--- src/rtl/bits_detector_pll_pkg.sv ---
// rtl/bits_detector_pll_pkg.sv - shared width helpers, sample-select and lock-state encodings
package bits_detector_pkg;

  function automatic int corr_width(input int length);
    return $clog2(length + 1);
  endfunction

  function automatic int period_width(input int max_period);
    return $clog2(max_period + 1);
  endfunction

  // Index into the captured-score bank; one slot per early/late gate position
  typedef enum logic [1:0] {
    SEL_EARLY  = 2'd0,
    SEL_ONTIME = 2'd1,
    SEL_LATE   = 2'd2
  } sample_sel_e;

  localparam int NUM_SEL = 3;

  typedef enum logic {
    LK_UNLOCKED = 1'b0,
    LK_LOCKED   = 1'b1
  } lock_state_e;

endpackage

--- src/rtl/bits_detector_pll_if.sv ---
// rtl/bits_detector_pll_if.sv - correlator-in / decided-bit-out bundle for bits_detector_pll
interface bits_detector_pll_if
  import bits_detector_pkg::*;
#(
  parameter int NSYM     = 4,
  parameter int CORR_W   = corr_width(16),
  parameter int PERIOD_W = period_width(64)
) ();

  localparam int SYM_W = $clog2(NSYM);

  logic                   restart;
  logic [PERIOD_W-1:0]    nominal_period;
  logic [NSYM*CORR_W-1:0] corr_dat;
  logic                   corr_vld;
  logic                   out_dat;
  logic                   out_vld;
  logic [SYM_W-1:0]       out_sym;
  logic                   locked;
  logic [PERIOD_W-1:0]    bit_period;

  modport master (
    output restart, nominal_period, corr_dat, corr_vld,
    input  out_dat, out_vld, out_sym, locked, bit_period
  );

  modport slave (
    input  restart, nominal_period, corr_dat, corr_vld,
    output out_dat, out_vld, out_sym, locked, bit_period
  );

endinterface

--- src/rtl/bits_detector_pll_symbol_argmax.sv ---
// rtl/bits_detector_pll_symbol_argmax.sv - binary comparator tree: best score and its index
module symbol_argmax #(
  parameter int NSYM   = 4,
  parameter int CORR_W = 5
) (
  input  logic [NSYM*CORR_W-1:0]  i_scores,
  output logic [$clog2(NSYM)-1:0] o_idx,
  output logic [CORR_W-1:0]       o_max
);

  localparam int SYM_W = $clog2(NSYM);
  localparam int NLEAF = 1 << SYM_W;
  localparam int NNODE = 2 * NLEAF - 1;

  logic [CORR_W-1:0] w_val [NNODE];
  logic [SYM_W-1:0]  w_idx [NNODE];

  // Padding leaves sit right of every real symbol with score 0, so they never win a tie
  always_comb begin
    for (int n = 0; n < NNODE; n++) begin
      w_val[n] = '0;
      w_idx[n] = '0;
    end
    for (int i = 0; i < NLEAF; i++) begin
      w_idx[NLEAF-1+i] = SYM_W'(i);
    end
    for (int i = 0; i < NSYM; i++) begin
      w_val[NLEAF-1+i] = i_scores[i*CORR_W +: CORR_W];
    end
    for (int n = NLEAF - 2; n >= 0; n--) begin
      if (w_val[2*n+2] > w_val[2*n+1]) begin
        w_val[n] = w_val[2*n+2];
        w_idx[n] = w_idx[2*n+2];
      end else begin
        w_val[n] = w_val[2*n+1];
        w_idx[n] = w_idx[2*n+1];
      end
    end
  end

  assign o_idx = w_idx[0];
  assign o_max = w_val[0];

endmodule

--- src/rtl/bits_detector_pll.sv ---
// rtl/bits_detector_pll.sv - early/late symbol timing recovery with bit decision and lock detect
// Define BITS_DETECTOR_LOCK_GATE_EN to suppress out_vld while unlocked.
module bits_detector_pll
  import bits_detector_pkg::*;
#(
  parameter int              NSYM           = 4,
  parameter int              LENGTH         = 16,
  parameter int              MAX_PERIOD     = 64,
  parameter int              DEFAULT_PERIOD = 16,
  parameter int              EL_GATES       = 1,
  parameter int              MAX_DEV        = 4,
  parameter logic [NSYM-1:0] SYMBOL_MAP     = 4'b1001,
  parameter int              LOCK_THRESH    = 12,
  parameter int              LOCK_COUNT     = 4,
  parameter int              UNLOCK_COUNT   = 2
) (
  input logic               clk,
  input logic               rst,
  bits_detector_pll_if.slave bus
);

  localparam int CORR_W   = corr_width(LENGTH);
  localparam int PERIOD_W = period_width(MAX_PERIOD);
  localparam int SYM_W    = $clog2(NSYM);
  localparam int VEC_W    = NSYM * CORR_W;
  localparam int CNT_MAX  = (LOCK_COUNT > UNLOCK_COUNT) ? LOCK_COUNT : UNLOCK_COUNT;
  localparam int LCNT_W   = $clog2(CNT_MAX + 1);
  localparam int EXT_W    = PERIOD_W + 1;

  typedef logic [EXT_W-1:0] ext_t;

  localparam ext_t EL_X    = ext_t'(EL_GATES);
  localparam ext_t DEV_X   = ext_t'(MAX_DEV);
  localparam ext_t HARD_LO = ext_t'(2 * EL_GATES + 2);
  localparam ext_t HARD_HI = ext_t'(MAX_PERIOD);

  logic [PERIOD_W-1:0] r_count;
  logic [PERIOD_W-1:0] r_period;
  logic [PERIOD_W-1:0] r_nominal;
  logic [VEC_W-1:0]    r_scores [NUM_SEL];
  logic                r_dec_pend;
  logic                r_late_pend;
  logic                r_dec_vld;
  logic                r_out_vld;
  logic                r_out_dat;
  logic [SYM_W-1:0]    r_out_sym;
  lock_state_e         r_lock_state;
  logic [LCNT_W-1:0]   r_good_cnt;
  logic [LCNT_W-1:0]   r_bad_cnt;
`ifdef BITS_DETECTOR_LOCK_GATE_EN
  logic                r_dec_lock;
`endif

  ext_t              w_period_x;
  ext_t              w_count_inc;
  logic              w_wrap;
  logic              w_late_hit;
  logic              w_early_hit;
  logic              w_ontime_hit;
  logic [SYM_W-1:0]  w_win_sym;
  logic [CORR_W-1:0] w_win_score;
  logic [CORR_W-1:0] w_sc_early;
  logic [CORR_W-1:0] w_sc_ontime;
  logic [CORR_W-1:0] w_sc_late;
  ext_t              w_step;
  ext_t              w_lo;
  ext_t              w_hi;
  ext_t              w_next_period;
  logic              w_good;
  logic [LCNT_W-1:0] w_good_inc;
  logic [LCNT_W-1:0] w_bad_inc;

  function automatic logic [CORR_W-1:0] sym_score(input logic [VEC_W-1:0] vec,
                                                  input logic [SYM_W-1:0] sym);
    return vec[sym*CORR_W +: CORR_W];
  endfunction

  // Wrap uses >= so a period that shrinks below the running count still ends the bit
  assign w_period_x   = {1'b0, r_period};
  assign w_count_inc  = {1'b0, r_count} + ext_t'(1);
  assign w_wrap       = w_count_inc >= w_period_x;
  assign w_late_hit   = bus.corr_vld && (r_count == PERIOD_W'(EL_GATES - 1));
  assign w_early_hit  = bus.corr_vld && ((w_count_inc + EL_X) == w_period_x);
  assign w_ontime_hit = bus.corr_vld && w_wrap;

  symbol_argmax #(
    .NSYM   (NSYM),
    .CORR_W (CORR_W)
  ) u_argmax (
    .i_scores (r_scores[SEL_ONTIME]),
    .o_idx    (w_win_sym),
    .o_max    (w_win_score)
  );

  assign w_sc_early  = sym_score(r_scores[SEL_EARLY],  r_out_sym);
  assign w_sc_ontime = sym_score(r_scores[SEL_ONTIME], r_out_sym);
  assign w_sc_late   = sym_score(r_scores[SEL_LATE],   r_out_sym);

  // Step toward the stronger gate, then clamp to the nominal window and the hard limits
  always_comb begin
    w_step = w_period_x;
    if (!(w_sc_ontime >= w_sc_early && w_sc_ontime >= w_sc_late)) begin
      if (w_sc_late >= w_sc_early) begin
        w_step = w_period_x + EL_X;
      end else begin
        w_step = (w_period_x > EL_X) ? (w_period_x - EL_X) : '0;
      end
    end
    w_lo = ({1'b0, r_nominal} > DEV_X) ? ({1'b0, r_nominal} - DEV_X) : '0;
    w_hi = {1'b0, r_nominal} + DEV_X;
    w_next_period = w_step;
    if (w_next_period < w_lo)    w_next_period = w_lo;
    if (w_next_period > w_hi)    w_next_period = w_hi;
    if (w_next_period < HARD_LO) w_next_period = HARD_LO;
    if (w_next_period > HARD_HI) w_next_period = HARD_HI;
  end

  assign w_good     = w_win_score >= CORR_W'(LOCK_THRESH);
  assign w_good_inc = (r_good_cnt == LCNT_W'(CNT_MAX)) ? r_good_cnt : r_good_cnt + LCNT_W'(1);
  assign w_bad_inc  = (r_bad_cnt  == LCNT_W'(CNT_MAX)) ? r_bad_cnt  : r_bad_cnt  + LCNT_W'(1);

  always_ff @(posedge clk or posedge rst) begin
    if (rst) begin
      r_count      <= '0;
      r_period     <= PERIOD_W'(DEFAULT_PERIOD);
      r_nominal    <= PERIOD_W'(DEFAULT_PERIOD);
      for (int s = 0; s < NUM_SEL; s++) r_scores[s] <= '0;
      r_dec_pend   <= 1'b0;
      r_late_pend  <= 1'b0;
      r_dec_vld    <= 1'b0;
      r_out_vld    <= 1'b0;
      r_out_dat    <= SYMBOL_MAP[0];
      r_out_sym    <= '0;
      r_lock_state <= LK_UNLOCKED;
      r_good_cnt   <= '0;
      r_bad_cnt    <= '0;
`ifdef BITS_DETECTOR_LOCK_GATE_EN
      r_dec_lock   <= 1'b0;
`endif
    end else if (bus.restart) begin
      r_count      <= '0;
      r_period     <= bus.nominal_period;
      r_nominal    <= bus.nominal_period;
      for (int s = 0; s < NUM_SEL; s++) r_scores[s] <= '0;
      r_dec_pend   <= 1'b0;
      r_late_pend  <= 1'b0;
      r_dec_vld    <= 1'b0;
      r_out_vld    <= 1'b0;
      r_out_dat    <= SYMBOL_MAP[0];
      r_out_sym    <= '0;
      r_lock_state <= LK_UNLOCKED;
      r_good_cnt   <= '0;
      r_bad_cnt    <= '0;
`ifdef BITS_DETECTOR_LOCK_GATE_EN
      r_dec_lock   <= 1'b0;
`endif
    end else begin
      if (bus.corr_vld) begin
        r_count <= w_wrap ? '0 : r_count + PERIOD_W'(1);
      end
      if (w_early_hit)  r_scores[SEL_EARLY]  <= bus.corr_dat;
      if (w_ontime_hit) r_scores[SEL_ONTIME] <= bus.corr_dat;
      if (w_late_hit)   r_scores[SEL_LATE]   <= bus.corr_dat;

      r_dec_pend  <= w_ontime_hit;
      r_late_pend <= w_late_hit;
      r_dec_vld   <= 1'b0;
`ifdef BITS_DETECTOR_LOCK_GATE_EN
      r_out_vld   <= r_dec_vld & r_dec_lock;
`else
      r_out_vld   <= r_dec_vld;
`endif

      if (r_dec_pend) begin
        r_out_sym <= w_win_sym;
        r_out_dat <= SYMBOL_MAP[w_win_sym];
        r_dec_vld <= 1'b1;
`ifdef BITS_DETECTOR_LOCK_GATE_EN
        r_dec_lock <= (r_lock_state == LK_LOCKED);
`endif
        if (w_good) begin
          r_good_cnt <= w_good_inc;
          r_bad_cnt  <= '0;
          if (w_good_inc >= LCNT_W'(LOCK_COUNT)) r_lock_state <= LK_LOCKED;
        end else begin
          r_bad_cnt  <= w_bad_inc;
          r_good_cnt <= '0;
          if (w_bad_inc >= LCNT_W'(UNLOCK_COUNT)) r_lock_state <= LK_UNLOCKED;
        end
      end

      if (r_late_pend) begin
        r_period <= w_next_period[PERIOD_W-1:0];
      end
    end
  end

  assign bus.out_dat    = r_out_dat;
  assign bus.out_vld    = r_out_vld;
  assign bus.out_sym    = r_out_sym;
  assign bus.locked     = (r_lock_state == LK_LOCKED);
  assign bus.bit_period = r_period;

endmodule
--- src/flat_wrapper.sv ---
// flat-port wrapper written by rule: the top's interface ports become plain ports
module bits_detector_pll_flat import bits_detector_pkg::*;
#(
  parameter int              NSYM           = 4,
  parameter int              LENGTH         = 16,
  parameter int              MAX_PERIOD     = 64,
  parameter int              DEFAULT_PERIOD = 16,
  parameter int              EL_GATES       = 1,
  parameter int              MAX_DEV        = 4,
  parameter logic [NSYM-1:0] SYMBOL_MAP     = 4'b1001,
  parameter int              LOCK_THRESH    = 12,
  parameter int              LOCK_COUNT     = 4,
  parameter int              UNLOCK_COUNT   = 2
)
  (clk, rst, bus_restart, bus_nominal_period, bus_corr_dat, bus_corr_vld, bus_out_dat, bus_out_vld, bus_out_sym, bus_locked, bus_bit_period);
  bits_detector_pll_if #(.NSYM(NSYM)) bus_i ();
  input logic clk;
  input logic rst;
  input wire logic [$bits(bus_i.restart)-1:0] bus_restart;
  input wire logic [$bits(bus_i.nominal_period)-1:0] bus_nominal_period;
  input wire logic [$bits(bus_i.corr_dat)-1:0] bus_corr_dat;
  input wire logic [$bits(bus_i.corr_vld)-1:0] bus_corr_vld;
  output wire logic [$bits(bus_i.out_dat)-1:0] bus_out_dat;
  output wire logic [$bits(bus_i.out_vld)-1:0] bus_out_vld;
  output wire logic [$bits(bus_i.out_sym)-1:0] bus_out_sym;
  output wire logic [$bits(bus_i.locked)-1:0] bus_locked;
  output wire logic [$bits(bus_i.bit_period)-1:0] bus_bit_period;
  assign bus_i.restart = bus_restart;
  assign bus_i.nominal_period = bus_nominal_period;
  assign bus_i.corr_dat = bus_corr_dat;
  assign bus_i.corr_vld = bus_corr_vld;
  assign bus_out_dat = bus_i.out_dat;
  assign bus_out_vld = bus_i.out_vld;
  assign bus_out_sym = bus_i.out_sym;
  assign bus_locked = bus_i.locked;
  assign bus_bit_period = bus_i.bit_period;
  bits_detector_pll #(.NSYM(NSYM), .LENGTH(LENGTH), .MAX_PERIOD(MAX_PERIOD), .DEFAULT_PERIOD(DEFAULT_PERIOD), .EL_GATES(EL_GATES), .MAX_DEV(MAX_DEV), .SYMBOL_MAP(SYMBOL_MAP), .LOCK_THRESH(LOCK_THRESH), .LOCK_COUNT(LOCK_COUNT), .UNLOCK_COUNT(UNLOCK_COUNT)) u_core (.clk(clk), .rst(rst), .bus(bus_i));
endmodule
--- config.mk ---
export PLATFORM = sky130hd
export DESIGN_NAME = bits_detector_pll_flat
export DESIGN_NICKNAME = d
export VERILOG_FILES = /design/src/rtl/bits_detector_pll_pkg.sv /design/src/rtl/bits_detector_pll_if.sv /design/src/rtl/bits_detector_pll_symbol_argmax.sv /design/src/rtl/bits_detector_pll.sv /design/src/flat_wrapper.sv
export SDC_FILE = /design/constraint.sdc
export NUM_CORES = 1
export LEC_CHECK = 0
export CAP_MARGIN = 15
export CELL_PAD_IN_SITES_DETAIL_PLACEMENT = 2
export CELL_PAD_IN_SITES_GLOBAL_PLACEMENT = 2
export CORE_MARGIN = 1
export CORE_UTILIZATION = 39
export DETAILED_ROUTE_END_ITERATION = 8
export PLACE_DENSITY = 0.83
export RECOVER_POWER = 25
export SETUP_SLACK_MARGIN = 0.4
export SYNTH_ARGS = -nofsm -noshare
export SYNTH_HDL_FRONTEND = slang
export SYNTH_SLANG_ARGS = --single-unit
export TNS_END_PERCENT = 30
--- constraint.sdc ---
create_clock -name clk -period 9.32 [get_ports clk]
set_clock_uncertainty 0.05 [all_clocks]
set_input_delay 0.932 -clock clk [delete_from_list [all_inputs] [get_ports clk]]
set_output_delay 0.932 -clock clk [all_outputs]
set_load 0.01 [all_outputs]
==> impl_metrics.env <==
export IMPL_timing_hold_ws_ns=0.4481
export IMPL_maxSlewHeadroom_pct=-212.7
export IMPL_crit_type="reg -> reg"
export IMPL_dr_pass1_iters=6
export IMPL_syn_cell_area_um2=7177
export IMPL_routedWlPerCell_um=22.39
export IMPL_antenna_found_initial=0
export IMPL_clockBufferDepth=2
export IMPL_clock_fmax_mhz=132.5
export IMPL_synth_ff_type="dfrtp_1"
export IMPL_utilization_pct=44.77
export IMPL_clk_latency_ns=0.36
export IMPL_dieArea_um2=18950
export IMPL_path_cells="mux4_2 > inv_1 > ha_1 > a21oi_1 > inv_1 > a21o_1 > and3_1 > o211ai_1 > nand2_1 > ha_1 > and4_1 > and4_1 > and2_1 > o221a_2 > or3_1 > mux2i_1 > ha_1 > a21o_1 > a21oi_1 > nand2b_1 > o21a_1 > o31a_1 > or3b_1 > o31ai_1"
export IMPL_critical_path_top_delay_family="compound AO/OA/AOI/OAI gates"
export IMPL_synth_top_area_share_pct=32.08
export IMPL_cts_buffers=9
export IMPL_grt_total_usage_pct=24.94
export IMPL_cts_root_buf="clkbuf_16"
export IMPL_design_area_um2=8069
export IMPL_violations="capacitance limit, slew limit"
export IMPL_maxSlewViolCount=190
export IMPL_placeableCoreArea_um2=18020
export IMPL_cts_clk_slew_worst_paths_ns=0.08
export IMPL_post_cts_resized=0
export IMPL_synthTopCellsByArea="dfrtp_1 32%, ha_1 12%, mux2i_1 11%"
export IMPL_final_common_cell="dfrtp_1"
export IMPL_hold_viol=0
export IMPL_final_period_utilization_pct=80.96
export IMPL_nets=871
export IMPL_min_delay_path_class="reg -> reg"
export IMPL_area_delta_synth_final_pct=12.43
export IMPL_grt_overflow_total=0
export IMPL_syn_inst=751
export IMPL_cp_num_buf_inv=2
export IMPL_drive_above_1_share_pct=8.612
export IMPL_synth_cell_type_count=67
export IMPL_start_util_pct=39.82
export IMPL_layout_setup_ws_ns=1.774
export IMPL_r2r_slack_ns=1.77
export IMPL_synth_edf_count=0
export IMPL_synth_net_count=849
export IMPL_dp_hpwl_um=16400
export IMPL_crit_path_frequent_cell="ha_1"
export IMPL_rsz0062_at_grt="no"
export IMPL_cp_max_fo=17
export IMPL_ys_seq_area_share_pct=33.18
export IMPL_stdcell_count=1007
export IMPL_hold_depth=1
export IMPL_finalCriticalPeriod_ns=7.546
export IMPL_p_per_area_nw_per_um2=185.4
export IMPL_worst_pin_slew_ns=4.690
export IMPL_place_congestion=0.8448
export IMPL_finalSetupTns_ns=0
export IMPL_power_mw=1.496
export IMPL_cp_depth=24
export IMPL_post_cts_buffers=0
export IMPL_fp_dieW_um=137.7
export IMPL_max_cap_viol_count=2
export IMPL_drc=0
export IMPL_pin_count=43
export IMPL_grt_pass1_vias=6607
export IMPL_avgSynthCellArea_um2=9.556
export IMPL_async_flop_share_pct=100.0
export IMPL_cts_max_level=3
export IMPL_cts_tree="done"
export IMPL_dp_slack_ns=1.594
export IMPL_cp_slowest_cell="dfrtp_1"
export IMPL_yosys_register_bits=95
export IMPL_rows=49
export IMPL_drt_iter0_drc=206
export IMPL_ir_drop_mv=0.09835
export IMPL_arrival_ns=7.74
export IMPL_cts_sinks=95
export IMPL_slowest_delay_ns=0.93
export IMPL_grt_max_degree=121
export IMPL_synth_top_cell_by_area="dfrtp_1"
export IMPL_outcome="finished with violations"
export IMPL_routed_wl_um=22540
export IMPL_r2r_cells=24
export IMPL_placed_area_um2=7741
export IMPL_place_inst=989
export IMPL_antenna_left=0
export IMPL_yosys_warnings=0
export IMPL_avgViaCountPerCell=5.846
export IMPL_cp_end_kind="register"
export IMPL_num_vias=5887
export IMPL_p_leak_nw=3.494
export IMPL_final_setup_viol_count=0
export IMPL_crit_required_ns=9.51
export IMPL_startpoint_type="register"
export IMPL_die_h_um=137.7
export IMPL_io_buffers=42
export IMPL_final_cell_mix="92 x dfrtp_1, 78 x nor2_1, 76 x mux2i_1"
export IMPL_grt_pass1_wl_um=35770
export IMPL_diodes=0
export IMPL_ctsHoldBuffers=0
registers in the layout, indices dropped and copies added (netlist names):
signal,cells
u_core.bus.bit_period,7
u_core.bus.locked,1
u_core.bus.out_dat,1
u_core.bus.out_sym,2
u_core.bus.out_vld,1
u_core.r_bad_cnt,3
u_core.r_count,7
u_core.r_dec_pend,1
u_core.r_dec_vld,1
u_core.r_good_cnt,3
u_core.r_late_pend,1
u_core.r_nominal,7
u_core.r_scores,60
worst register-to-register path: stages (launching register included):
cell and delay (ns):
dfrtp_1 0.93, mux4_2 0.65, inv_1 0.12, ha_1 0.26, a21oi_1 0.22, inv_1 0.13
a21o_1 0.32, and3_1 0.24, o211ai_1 0.32, nand2_1 0.10, ha_1 0.30, and4_1 0.20
and4_1 0.23, and2_1 0.17, o221a_2 0.14, or3_1 0.55, mux2i_1 0.29, ha_1 0.29
a21o_1 0.19, a21oi_1 0.22, nand2b_1 0.11, o21a_1 0.25, o31a_1 0.34, or3b_1 0.45
o31ai_1 0.36
where the power goes:
group	total [mW]	switching (mW)	internal, mW
Sequential	0.486	0.0490	0.437
Combinational	0.612	0.359	0.253
Clock	0.398	0.185	0.213
Total	1.50	0.593	0.903
area by class of cell:
class                   instances  area, um2
clock buffers                  10      229.0
clock inverters                 6      76.32
fillers                      1972       9956
inverters                      51      192.7
multi-input cells             568       4432
flip-flops and latches         95       2381
well taps                     229      286.5
repair buffers                 48      471.7
cell usage after synthesis (9+ instances only):
library cell and n:
a21oi_1 28, nor2_1 78, o21ai_0 26, mux4_2 15, dfrtp_1 92, nor3_1 11
nand2_1 36, nor2b_1 16, nand2b_1 48, mux2i_1 76, ha_1 67, nand3_1 15
xnor2_1 13, o21a_1 9, inv_1 51, a21o_1 12, buf_2 9, clkbuf_1 16
routing by layer:
layer / GRT usage (%) / wire length (um) / up-vias / part of all wire [%]
li1: - / - / 2707 / -
met1: 29.46 / 9484 / 3070 / 42
met2: 46.65 / 12160 / 83 / 54
met3: 3.127 / 481 / 27 / 2.1
met4: 7.143 / 414 / 0 / 1.8
met5: 0 / 0 / - / 0
path summary, 6_finish.rpt:
path,startpoint,to
max,u_core.bus.out_sym[1]$_DFFE_PP0P_,u_core.bus.bit_period[1]$_DFFE_PP0P_
min,u_core.r_dec_vld$_DFF_PP0_,u_core.bus.out_vld$_DFF_PP0_
max reg2reg,u_core.bus.out_sym[1]$_DFFE_PP0P_,u_core.bus.bit_period[1]$_DFFE_PP0P_
min reg2reg,u_core.r_dec_vld$_DFF_PP0_,u_core.bus.out_vld$_DFF_PP0_
max in group asynchronous,rst,u_core.r_scores[58]$_DFFE_PP0P_
min in group asynchronous,rst,u_core.bus.bit_period[3]$_DFFE_PP0P_
cell families after synthesis:
kind of cell	synth area share, %
compound gates	13.63
mux	16.61
simple gates	17.64
fa+ha+maj	11.68
xor+xnor	2.075
buf+inv	5.178
flops	33.18
No activity file was read; power rests on OpenSTA's default activity.
